==> src/rtl/macu_vec.sv <==
`default_nettype none
// ============================================================================
// Module      : macu_vec
// Description : Multi-lane signed multiply-accumulate unit. Each accepted beat
//               multiplies LANES signed activations by LANES held signed
//               weights, sums the products and accumulates the sum over a
//               programmable number of beats. One dot-product result is
//               presented per group on a valid/ready output.
//               Four-stage pipeline: input capture, products, adder tree,
//               accumulate/output. The whole pipeline stalls while a result
//               is held unconsumed.
// Option      : MACU_VEC_SAT_EN - saturating accumulation with a sticky
//               per-group overflow flag on out_ovf (otherwise wraps, ovf=0).
// Ports       : clk, rst_n       clock / async active-low reset
//               w_en, wi         weight register load
//               in_valid/ready   activation beat handshake, xi activations
//               len              beats per group (first beat only, 0 -> 1)
//               acc_clr          synchronous abort/clear
//               out_valid/ready  result handshake, out_data, out_ovf
// Revision    : 1.0 - initial release
// ============================================================================
module macu_vec #(
   parameter int DW    = 8,
   parameter int LANES = 4,
   parameter int AW    = 24,
   parameter int LEN_W = 8
) (
   input  logic                  clk,
   input  logic                  rst_n,
   input  logic                  w_en,
   input  logic [LANES*DW-1:0]   wi,
   input  logic                  in_valid,
   output logic                  in_ready,
   input  logic [LANES*DW-1:0]   xi,
   input  logic [LEN_W-1:0]      len,
   input  logic                  acc_clr,
   output logic                  out_valid,
   input  logic                  out_ready,
   output logic [AW-1:0]         out_data,
   output logic                  out_ovf
);

   localparam int C_PROD_W = 2 * DW;
   localparam int C_SUM_W  = C_PROD_W + $clog2(LANES);
   localparam int C_VEC_W  = LANES * DW;

   // ------------------------------------------------------------------------
   // State
   // ------------------------------------------------------------------------
   logic [C_VEC_W-1:0]          wgt_q, wgt_d;
   logic [LEN_W-1:0]            cnt_q, cnt_d;

   logic                        s1_vld_q, s1_vld_d;
   logic [C_VEC_W-1:0]          s1_x_q, s1_x_d;
   logic [C_VEC_W-1:0]          s1_wgt_q, s1_wgt_d;
   logic                        s1_first_q, s1_first_d;
   logic                        s1_last_q, s1_last_d;

   logic                        s2_vld_q, s2_vld_d;
   logic [LANES*C_PROD_W-1:0]   s2_prod_q, s2_prod_d;
   logic                        s2_first_q, s2_first_d;
   logic                        s2_last_q, s2_last_d;

   logic                        s3_vld_q, s3_vld_d;
   logic signed [C_SUM_W-1:0]   s3_sum_q, s3_sum_d;
   logic                        s3_first_q, s3_first_d;
   logic                        s3_last_q, s3_last_d;

   logic signed [AW-1:0]        acc_q, acc_d;
   logic                        out_valid_q, out_valid_d;
   logic [AW-1:0]               out_data_q, out_data_d;

   // ------------------------------------------------------------------------
   // Combinational helpers
   // ------------------------------------------------------------------------
   logic                        w_adv;
   logic                        w_accept;
   logic                        w_first_beat;
   logic [LANES*C_PROD_W-1:0]   w_prod;
   logic signed [C_SUM_W-1:0]   w_sum;
   logic signed [AW-1:0]        w_acc_base;
   logic signed [AW-1:0]        w_acc_next;

   // The pipeline only moves when no result is stuck at the output.
   assign w_adv    = !(out_valid_q && !out_ready);
   assign in_ready = w_adv && !acc_clr;
   assign w_accept = in_valid && in_ready;

   // A zero remaining count means no group is open, so the next beat opens one.
   assign w_first_beat = (cnt_q == '0);

   for (genvar l = 0; l < LANES; l++) begin : g_lane
      logic signed [DW-1:0] w_a;
      logic signed [DW-1:0] w_b;
      assign w_a = s1_x_q[l*DW +: DW];
      assign w_b = s1_wgt_q[l*DW +: DW];
      assign w_prod[l*C_PROD_W +: C_PROD_W] = C_PROD_W'(w_a) * C_PROD_W'(w_b);
   end

   always_comb begin
      w_sum = '0;
      for (int l = 0; l < LANES; l++) begin
         w_sum = w_sum + C_SUM_W'($signed(s2_prod_q[l*C_PROD_W +: C_PROD_W]));
      end
   end

   assign w_acc_base = s3_first_q ? '0 : acc_q;

`ifdef MACU_VEC_SAT_EN
   localparam logic signed [AW-1:0] C_ACC_MAX = {1'b0, {(AW-1){1'b1}}};
   localparam logic signed [AW-1:0] C_ACC_MIN = {1'b1, {(AW-1){1'b0}}};

   logic                        grp_ovf_q, grp_ovf_d;
   logic                        out_ovf_q, out_ovf_d;
   logic signed [AW:0]          w_acc_wide;
   logic                        w_clamp;
   logic                        w_ovf_next;

   // One guard bit is enough: both operands already fit in AW bits.
   assign w_acc_wide = (AW+1)'(w_acc_base) + (AW+1)'(s3_sum_q);
   assign w_clamp    = w_acc_wide[AW] ^ w_acc_wide[AW-1];
   assign w_acc_next = !w_clamp       ? w_acc_wide[AW-1:0] :
                       w_acc_wide[AW] ? C_ACC_MIN : C_ACC_MAX;
   assign w_ovf_next = (s3_first_q ? 1'b0 : grp_ovf_q) | w_clamp;
   assign out_ovf    = out_ovf_q;
`else
   assign w_acc_next = w_acc_base + AW'(s3_sum_q);
   assign out_ovf    = 1'b0;
`endif

   assign out_valid = out_valid_q;
   assign out_data  = out_data_q;

   // ------------------------------------------------------------------------
   // Next-state logic
   // ------------------------------------------------------------------------
   always_comb begin
      wgt_d       = w_en ? wi : wgt_q;
      cnt_d       = cnt_q;
      s1_vld_d    = s1_vld_q;
      s1_x_d      = s1_x_q;
      s1_wgt_d    = s1_wgt_q;
      s1_first_d  = s1_first_q;
      s1_last_d   = s1_last_q;
      s2_vld_d    = s2_vld_q;
      s2_prod_d   = s2_prod_q;
      s2_first_d  = s2_first_q;
      s2_last_d   = s2_last_q;
      s3_vld_d    = s3_vld_q;
      s3_sum_d    = s3_sum_q;
      s3_first_d  = s3_first_q;
      s3_last_d   = s3_last_q;
      acc_d       = acc_q;
      out_valid_d = out_valid_q;
      out_data_d  = out_data_q;
`ifdef MACU_VEC_SAT_EN
      grp_ovf_d   = grp_ovf_q;
      out_ovf_d   = out_ovf_q;
`endif

      if (acc_clr) begin
         s1_vld_d    = 1'b0;
         s2_vld_d    = 1'b0;
         s3_vld_d    = 1'b0;
         cnt_d       = '0;
         acc_d       = '0;
         out_valid_d = 1'b0;
         out_data_d  = '0;
`ifdef MACU_VEC_SAT_EN
         grp_ovf_d   = 1'b0;
         out_ovf_d   = 1'b0;
`endif
      end else if (w_adv) begin
         // S1: capture beat; the weights used are those held before any
         // same-cycle w_en load.
         s1_vld_d = w_accept;
         if (w_accept) begin
            s1_x_d     = xi;
            s1_wgt_d   = wgt_q;
            s1_first_d = w_first_beat;
            if (w_first_beat) begin
               s1_last_d = (len <= LEN_W'(1));
               cnt_d     = (len == '0) ? '0 : len - LEN_W'(1);
            end else begin
               s1_last_d = (cnt_q == LEN_W'(1));
               cnt_d     = cnt_q - LEN_W'(1);
            end
         end

         // S2: products
         s2_vld_d   = s1_vld_q;
         s2_prod_d  = w_prod;
         s2_first_d = s1_first_q;
         s2_last_d  = s1_last_q;

         // S3: adder tree
         s3_vld_d   = s2_vld_q;
         s3_sum_d   = w_sum;
         s3_first_d = s2_first_q;
         s3_last_d  = s2_last_q;

         // S4: accumulate. With adv=1 any held result is being consumed this
         // cycle, so out_valid simply follows whether a new result loads.
         out_valid_d = s3_vld_q && s3_last_q;
         if (s3_vld_q) begin
            acc_d = w_acc_next;
`ifdef MACU_VEC_SAT_EN
            grp_ovf_d = w_ovf_next;
`endif
            if (s3_last_q) begin
               out_data_d = w_acc_next;
`ifdef MACU_VEC_SAT_EN
               out_ovf_d  = w_ovf_next;
`endif
            end
         end
      end
   end

   // ------------------------------------------------------------------------
   // Registers
   // ------------------------------------------------------------------------
   always_ff @(posedge clk or negedge rst_n) begin
      if (!rst_n) begin
         wgt_q       <= '0;
         cnt_q       <= '0;
         s1_vld_q    <= 1'b0;
         s1_x_q      <= '0;
         s1_wgt_q    <= '0;
         s1_first_q  <= 1'b0;
         s1_last_q   <= 1'b0;
         s2_vld_q    <= 1'b0;
         s2_prod_q   <= '0;
         s2_first_q  <= 1'b0;
         s2_last_q   <= 1'b0;
         s3_vld_q    <= 1'b0;
         s3_sum_q    <= '0;
         s3_first_q  <= 1'b0;
         s3_last_q   <= 1'b0;
         acc_q       <= '0;
         out_valid_q <= 1'b0;
         out_data_q  <= '0;
`ifdef MACU_VEC_SAT_EN
         grp_ovf_q   <= 1'b0;
         out_ovf_q   <= 1'b0;
`endif
      end else begin
         wgt_q       <= wgt_d;
         cnt_q       <= cnt_d;
         s1_vld_q    <= s1_vld_d;
         s1_x_q      <= s1_x_d;
         s1_wgt_q    <= s1_wgt_d;
         s1_first_q  <= s1_first_d;
         s1_last_q   <= s1_last_d;
         s2_vld_q    <= s2_vld_d;
         s2_prod_q   <= s2_prod_d;
         s2_first_q  <= s2_first_d;
         s2_last_q   <= s2_last_d;
         s3_vld_q    <= s3_vld_d;
         s3_sum_q    <= s3_sum_d;
         s3_first_q  <= s3_first_d;
         s3_last_q   <= s3_last_d;
         acc_q       <= acc_d;
         out_valid_q <= out_valid_d;
         out_data_q  <= out_data_d;
`ifdef MACU_VEC_SAT_EN
         grp_ovf_q   <= grp_ovf_d;
         out_ovf_q   <= out_ovf_d;
`endif
      end
   end

endmodule
`default_nettype wire

==> config.mk <==
export PLATFORM = sky130hd
export DESIGN_NAME = macu_vec
export DESIGN_NICKNAME = d
export VERILOG_FILES = /design/src/rtl/macu_vec.sv
export SDC_FILE = /design/constraint.sdc
export NUM_CORES = 1
export LEC_CHECK = 0
export ABC_AREA = 1
export BUFFER_PORTS_ARGS = -buffer_cell sky130_fd_sc_hd__buf_4
export CORE_MARGIN = 5
export CORE_UTILIZATION = 57
export CTS_CLUSTER_SIZE = 14
export DETAILED_ROUTE_END_ITERATION = 8
export GPL_ROUTABILITY_DRIVEN = 0
export GPL_TIMING_DRIVEN = 1
export HOLD_SLACK_MARGIN = 0.08
export PLACE_DENSITY = 0.75
export REMOVE_ABC_BUFFERS = 1
export SETUP_SLACK_MARGIN = 0.2
export SLEW_MARGIN = 10
export SYNTH_ARGS = -nofsm -noshare
export SYNTH_HDL_FRONTEND = slang
export SYNTH_SLANG_ARGS = --single-unit
==> constraint.sdc <==
create_clock -name clk -period 5.75 [get_ports clk]
set_input_delay 1.15 -clock clk [delete_from_list [all_inputs] [get_ports clk]]
set_output_delay 1.15 -clock clk [all_outputs]
set_load 0.01 [all_outputs]
; ---- After elaboration in Yosys (flattened, before gate mapping)
; Cells that the tools add are included.
[classes]
mul = 4
div = 0
reduce_logical = 17
bitwise_logic = 2
eq_ne = 2
n_addsub = 6
shifts = 0
magnitude_cmp = 1
n_mux = 22
[op_table]
columns = operator, n
row1 = 24-bit two-way mux, 8
row2 = 8-bit by 8-bit multiplier with 16-bit output, 4
row3 = 8-bit two-way mux, 5
row4 = 24-bit by 18-bit adder with 24-bit output, 1
row5 = 17-bit by 16-bit adder with 18-bit output, 1
row6 = 18-bit by 16-bit adder with 18-bit output, 1
row7 = 16-bit by 16-bit adder with 17-bit output, 1
row8 = 8-bit logical NOT, 2
row9 = 8-bit by 1-bit subtractor with 8-bit output (second input constant), 2
row10 = 1-bit two-way mux, 9
row11 = 8-bit by 1-bit == test with 1-bit output (second input constant), 1
row12 = 8-bit by 1-bit <= comparator with 1-bit output (second input constant), 1
row13 = 2-bit AND reduction, 3
row14 = 3-bit AND reduction, 2
row15 = 2-bit nonzero test, 3
row16 = 1-bit logical AND, 4
row17 = 1-bit logical NOT, 3
row18 = 2-bit inequality test (second input constant), 1
row19 = 1-bit NOT, 2
[word_totals]
wordCells = 72
latchBits = 0
ff_bits = 244
input_bits = 78
n_memories = 0
ram_bits = 0
mem_bits_ro = 0
out_inout_bits = 27

; ---- Logic depth before layout (Yosys ltp)
[depth]
word_depth = 8
ltp_mapped = 22
ltp_nobuf = 21

; ---- Worst setup path before layout
; No wires, ideal clock.
[synth_path]
kind = register -> register
start = register s1_wgt_q[10]
end = register s2_prod_q[31]
period_less_slack_ns = 4.065
slack_ns = 1.685
n_path_buf = 1
arrival_time_ns = 3.948
path_stages_with_launch = 17
cell_sequence = dfrtp_1 -> clkbuf_1 -> nand2_1 -> fa_1 -> fa_1 -> fa_1 -> fa_1 -> inv_1 -> ha_1 -> inv_1 -> o21ai_0 -> a21oi_1 -> nand3_1 -> inv_1 -> nand3_1 -> nand3_1 -> nand2_1
[synth_between]
elab_chain_cells = 1
[synth_lines]
columns = item, line
row1 = from (decl), 55  ; logic [C_VEC_W-1:0] s1_wgt_q, s1_wgt_d;
row2 = from (signal assigned), 252  ; s1_wgt_q <= s1_wgt_d;
row3 = 8-bit by 8-bit multiplier with 16-bit output, 97  ; assign w_prod[l*C_PROD_W +: C_PROD_W] = C_PROD_W'(w_a) * C_PROD_W'(w_b);
row4 = to (signal assigned), 256  ; s2_prod_q <= s2_prod_d;
row5 = to (decl), 60  ; logic [LANES*C_PROD_W-1:0] s2_prod_q, s2_prod_d;
; No other way between the ends.
; A chain may end at the register's enable or synchronous reset.

; ---- Worst setup path in the final report
; Same ends and word-level chain as after synthesis.

==> impl_metrics.prom <==
# TYPE chip_impl_metric gauge
chip_impl_info{name="run_status",value="finished, final reports clean"} 1
chip_impl_metric{name="grt_remaining_overflow",unit=""} 0
chip_impl_metric{name="timing_worst_slew_pin_value",unit="ps"} 896
chip_impl_metric{name="synth_cell_type_count",unit=""} 43
chip_impl_info{name="post-synth-top-count-cell",value="nand2_1"} 1
chip_impl_info{name="ys_dominant_reg_cell",value="dfrtp_1"} 1
chip_impl_metric{name="layout_min_cycle_time",unit="ps"} 4450
chip_impl_metric{name="cts_sinks",unit=""} 244
chip_impl_metric{name="via_count",unit=""} 18800
chip_impl_metric{name="synth_seq_area_share",unit=""} 0.260
chip_impl_metric{name="total_leakage_power",unit="nW"} 14.4
chip_impl_info{name="synth_top_cells_by_area",value="dfrtp_1 26%, fa_1 22%, nand2_1 14%, inv_1 11%, ha_1 8.6%"} 1
chip_impl_metric{name="hpwl",unit="µm"} 40800
chip_impl_metric{name="yosys_warnings",unit=""} 0
chip_impl_metric{name="ys_async_sr_fraction",unit=""} 1.00
chip_impl_metric{name="clock_path_buffers",unit=""} 3
chip_impl_metric{name="maxSlewViolCount",unit=""} 0
chip_impl_info{name="hold_path.class",value="reg -> reg"} 1
chip_impl_metric{name="num_rows",unit=""} 74
chip_impl_metric{name="synth_seq_cells",unit=""} 244
chip_impl_info{name="unrepaired_setup_endpoints_after_global_routing",value="no"} 1
chip_impl_metric{name="power.ir.vdd_worst",unit="V"} 0.000424
chip_impl_info{name="most_numerous_cell_types_in_the_synthesized_netlist",value="902 x nand2_1, 679 x inv_1, 254 x fa_1"} 1
chip_impl_metric{name="drc",unit=""} 0
chip_impl_metric{name="fin_cells",unit=""} 3624
chip_impl_metric{name="drt_iter0_drc",unit=""} 1126
chip_impl_metric{name="post-cts-setup-buffers",unit=""} 0
chip_impl_metric{name="grt_antenna_before_repair",unit=""} 0
chip_impl_metric{name="max_cap_viol_count",unit=""} 0
chip_impl_metric{name="antenna-diode-count",unit=""} 0
chip_impl_metric{name="tritoncts.num_buffers",unit=""} 29
chip_impl_metric{name="wire_per_inst",unit="µm"} 14.1
chip_impl_metric{name="fillers",unit=""} 3550
chip_impl_metric{name="die_height",unit="µm"} 213
chip_impl_metric{name="synth_top_cell_area_share",unit=""} 0.260
chip_impl_metric{name="timing.final.crit_share",unit=""} 0.775
chip_impl_metric{name="io-pin-count",unit=""} 105
chip_impl_metric{name="cts_hold_buf",unit=""} 0
chip_impl_info{name="worstSetupEndpointType",value="register"} 1
chip_impl_metric{name="final_layout_size_suffix_gt1_frac",unit=""} 0.0737
chip_impl_metric{name="minimum_setup_slack_after_placement",unit="ps"} 1340
chip_impl_metric{name="critPathRequiredTime",unit="ps"} 6260
chip_impl_info{name="ctsRootBufferMaster",value="clkbuf_16"} 1
chip_impl_metric{name="final_critical_path_setup_slack",unit="ps"} 1300
chip_impl_metric{name="finalHoldViolations",unit=""} 0
chip_impl_metric{name="crit_path_max_fanout",unit=""} 9
chip_impl_info{name="worst_path_most_repeated_cell",value="fa_1"} 1
chip_impl_metric{name="setup_viol",unit=""} 0
chip_impl_metric{name="postRouteAntennaNets",unit=""} 0
chip_impl_metric{name="routed_wl",unit="µm"} 51200
chip_impl_metric{name="critical-path-max-stage-delay",unit="ps"} 750
chip_impl_metric{name="fmaxAchievable",unit="GHz"} 0.224
chip_impl_info{name="cp_cell_sequence",value="nand2_1 > fa_1 > fa_1 > fa_1 > fa_1 > inv_1 > ha_1 > inv_1 > o21ai_0 > a21oi_1 > nand3_1 > inv_1 > nand3_1 > nand3_1 > nand2_1"} 1
chip_impl_metric{name="die_width",unit="µm"} 213
chip_impl_metric{name="tns",unit="ps"} 0
chip_impl_metric{name="initial_standard_cell_utilization_of_the_core",unit=""} 0.576
chip_impl_metric{name="h-tree-depth",unit=""} 1
chip_impl_metric{name="skew",unit="ps"} 19.7
chip_impl_info{name="timing.setup.critical_path_class",value="reg -> reg"} 1
chip_impl_metric{name="core-area",unit="µm²"} 40800
chip_impl_metric{name="average_size_of_a_mapped_cell",unit="µm²"} 7.72
chip_impl_metric{name="grt_pass1_wl",unit="µm"} 89700
chip_impl_info{name="post_synthesis_cell_type_with_the_largest_combined_area",value="dfrtp_1"} 1
chip_impl_metric{name="crit_arrival",unit="ps"} 4970
chip_impl_metric{name="power-per-cell-area",unit="nW/µm²"} 580
chip_impl_metric{name="nets",unit=""} 3565
chip_impl_info{name="tritoncts",value="built"} 1
chip_impl_metric{name="design.die.area",unit="µm²"} 45400
chip_impl_metric{name="area_growth_syn_to_layout",unit="%"} 8.29
chip_impl_metric{name="detailedRoute.firstPassIterationCount",unit=""} 6
chip_impl_metric{name="first_global_vias",unit=""} 19400
chip_impl_info{name="worst_path_max_delay_cell",value="fa_1"} 1
chip_impl_metric{name="worst_slew_margin_rel",unit=""} 0.403
chip_impl_metric{name="grt_max_degree",unit=""} 168
chip_impl_metric{name="postCtsResizedCells",unit=""} 0
chip_impl_metric{name="syn-cell-area",unit="µm²"} 23500
chip_impl_metric{name="synth_enable_flop_cells",unit=""} 0
chip_impl_metric{name="io_buffers",unit=""} 103
chip_impl_info{name="critical_path.startpoint_type",value="register"} 1
chip_impl_metric{name="place_inst",unit=""} 3572
chip_impl_metric{name="clkLatencyLatePin",unit="ps"} 570
chip_impl_metric{name="grtUsageTotal",unit=""} 0.236
chip_impl_metric{name="avgViaCountPerCell",unit=""} 5.18
chip_impl_metric{name="cts.reportedPaths.clkPinSlew",unit="ps"} 60
chip_impl_metric{name="syn_inst",unit=""} 3046
[report_power, final]
group          internal [mW]  total [mW]  switching, mW
Combinational           3.96        10.1           6.14
Sequential              2.28        2.86          0.574
Clock                   1.08        1.82          0.746
Total                   7.32        14.8           7.46
[final cells by class]
| cell class | count | area (µm²) | share of cell area |
|---|---|---|---|
| multi-input cells | 2001 | 14300 | 0.563 |
| flip-flops and latches | 244 | 6110 | 0.240 |
| repair buffers | 109 | 838 | 0.0329 |
| well taps | 532 | 666 | 0.0261 |
| clock buffers | 36 | 802 | 0.0315 |
| inverters | 686 | 2570 | 0.101 |
| clock inverters | 16 | 151 | 0.00594 |
[flip-flops by register name, summed over array words and instances, names as in the netlist]
| name | cells |
|---|---|
| s3_vld_q | 1 |
| s3_first_q | 1 |
| s2_first_q | 1 |
| s3_sum_q | 18 |
| s1_last_q | 1 |
| s2_last_q | 1 |
| s1_wgt_q | 32 |
| out_valid | 1 |
| cnt_q | 8 |
| s2_vld_q | 1 |
| s1_vld_q | 1 |
| s3_last_q | 1 |
| out_data | 24 |
| s2_prod_q | 64 |
| wgt_q | 32 |
| acc_q | 24 |
| s1_x_q | 32 |
| s1_first_q | 1 |
[per-layer routing]
layer / vias up / track usage / routed length [µm]
met4: 0 / 0.0565 / 1340
li1: 9161 / - / -
met3: 91 / 0.0309 / 2420
met1: 9057 / 0.311 / 21900
met5: - / 0 / 0
met2: 457 / 0.416 / 25600
[cells by family after synthesis]
group / after synthesis / share of synthesized area
adder cells (fa/ha/maj): 416 / 0.302
XOR/XNOR: 51 / 0.0190
flip-flops: 244 / 0.260
buffers and inverters: 801 / 0.131
AO/OA/AOI/OAI: 287 / 0.0658
other: 1 / 0.000159
AND/OR/NAND/NOR: 1242 / 0.220
multiplexers: 4 / 0.00192
[final timing paths]
check / start / end / slack (ps) / cells after the start
setup / recovery: s1_wgt_q[10]$_DFFE_PN0P_ / s2_prod_q[31]$_DFFE_PN0P_ / 1300 / 15
hold reg to reg: out_data[21]$_DFFE_PN0P_ / out_data[21]$_DFFE_PN0P_ / 480 / 2
hold / removal: out_data[21]$_DFFE_PN0P_ / out_data[21]$_DFFE_PN0P_ / 480 / 2
min in group asynchronous: rst_n / s1_x_q[26]$_DFFE_PN0P_ / 530 / 1
max in group asynchronous: rst_n / s1_wgt_q[10]$_DFFE_PN0P_ / 3940 / 2
setup reg to reg: s1_wgt_q[10]$_DFFE_PN0P_ / s2_prod_q[31]$_DFFE_PN0P_ / 1300 / 15
[metrics by stage]
step	area, µm²	power (mW)	hold WS, ps	utilization
after floorplan	23000	10.5	442	-
after global placement	24500	12.5	460	0.600
after detailed placement	24500	12.9	466	0.600
after CTS	25500	14.8	482	0.624
after global routing	25500	16.6	506	0.624
final	25500	14.8	479	0.624
[layout by cell type, fill, tap and decap left out, types with 4 or more instances in the layout]
cell	instances
nand2_1	902
inv_1	679
fa_1	254
dfrtp_1	244
ha_1	162
o21ai_0	150
nor2_1	126
buf_4	107
nand3_1	97
a21oi_1	63
nand4_1	32
xnor2_1	30
clkbuf_16	29
a31oi_1	23
o21ai_1	22
xor2_1	21
nand3b_1	15
or2_2	14
nand2_2	12
nand3_2	9
nor3_1	8
inv_2	7
a21o_1	7
nor2_2	7
clkinv_2	7
or2_1	6
o21bai_1	5
nor2_4	5
o221ai_1	5
clkbuf_8	5
o21ai_2	4
mux2_2	4
clkinvlp_4	4
[worst max-delay path, delay by kind of cell, from the launching register on]
family,cells,cell delay (ps)
flops,1,540
buf+inv,3,170
fa+ha+maj,5,2640
compound gates,2,440
simple gates,5,600
(Power assumes the default switching activity.)
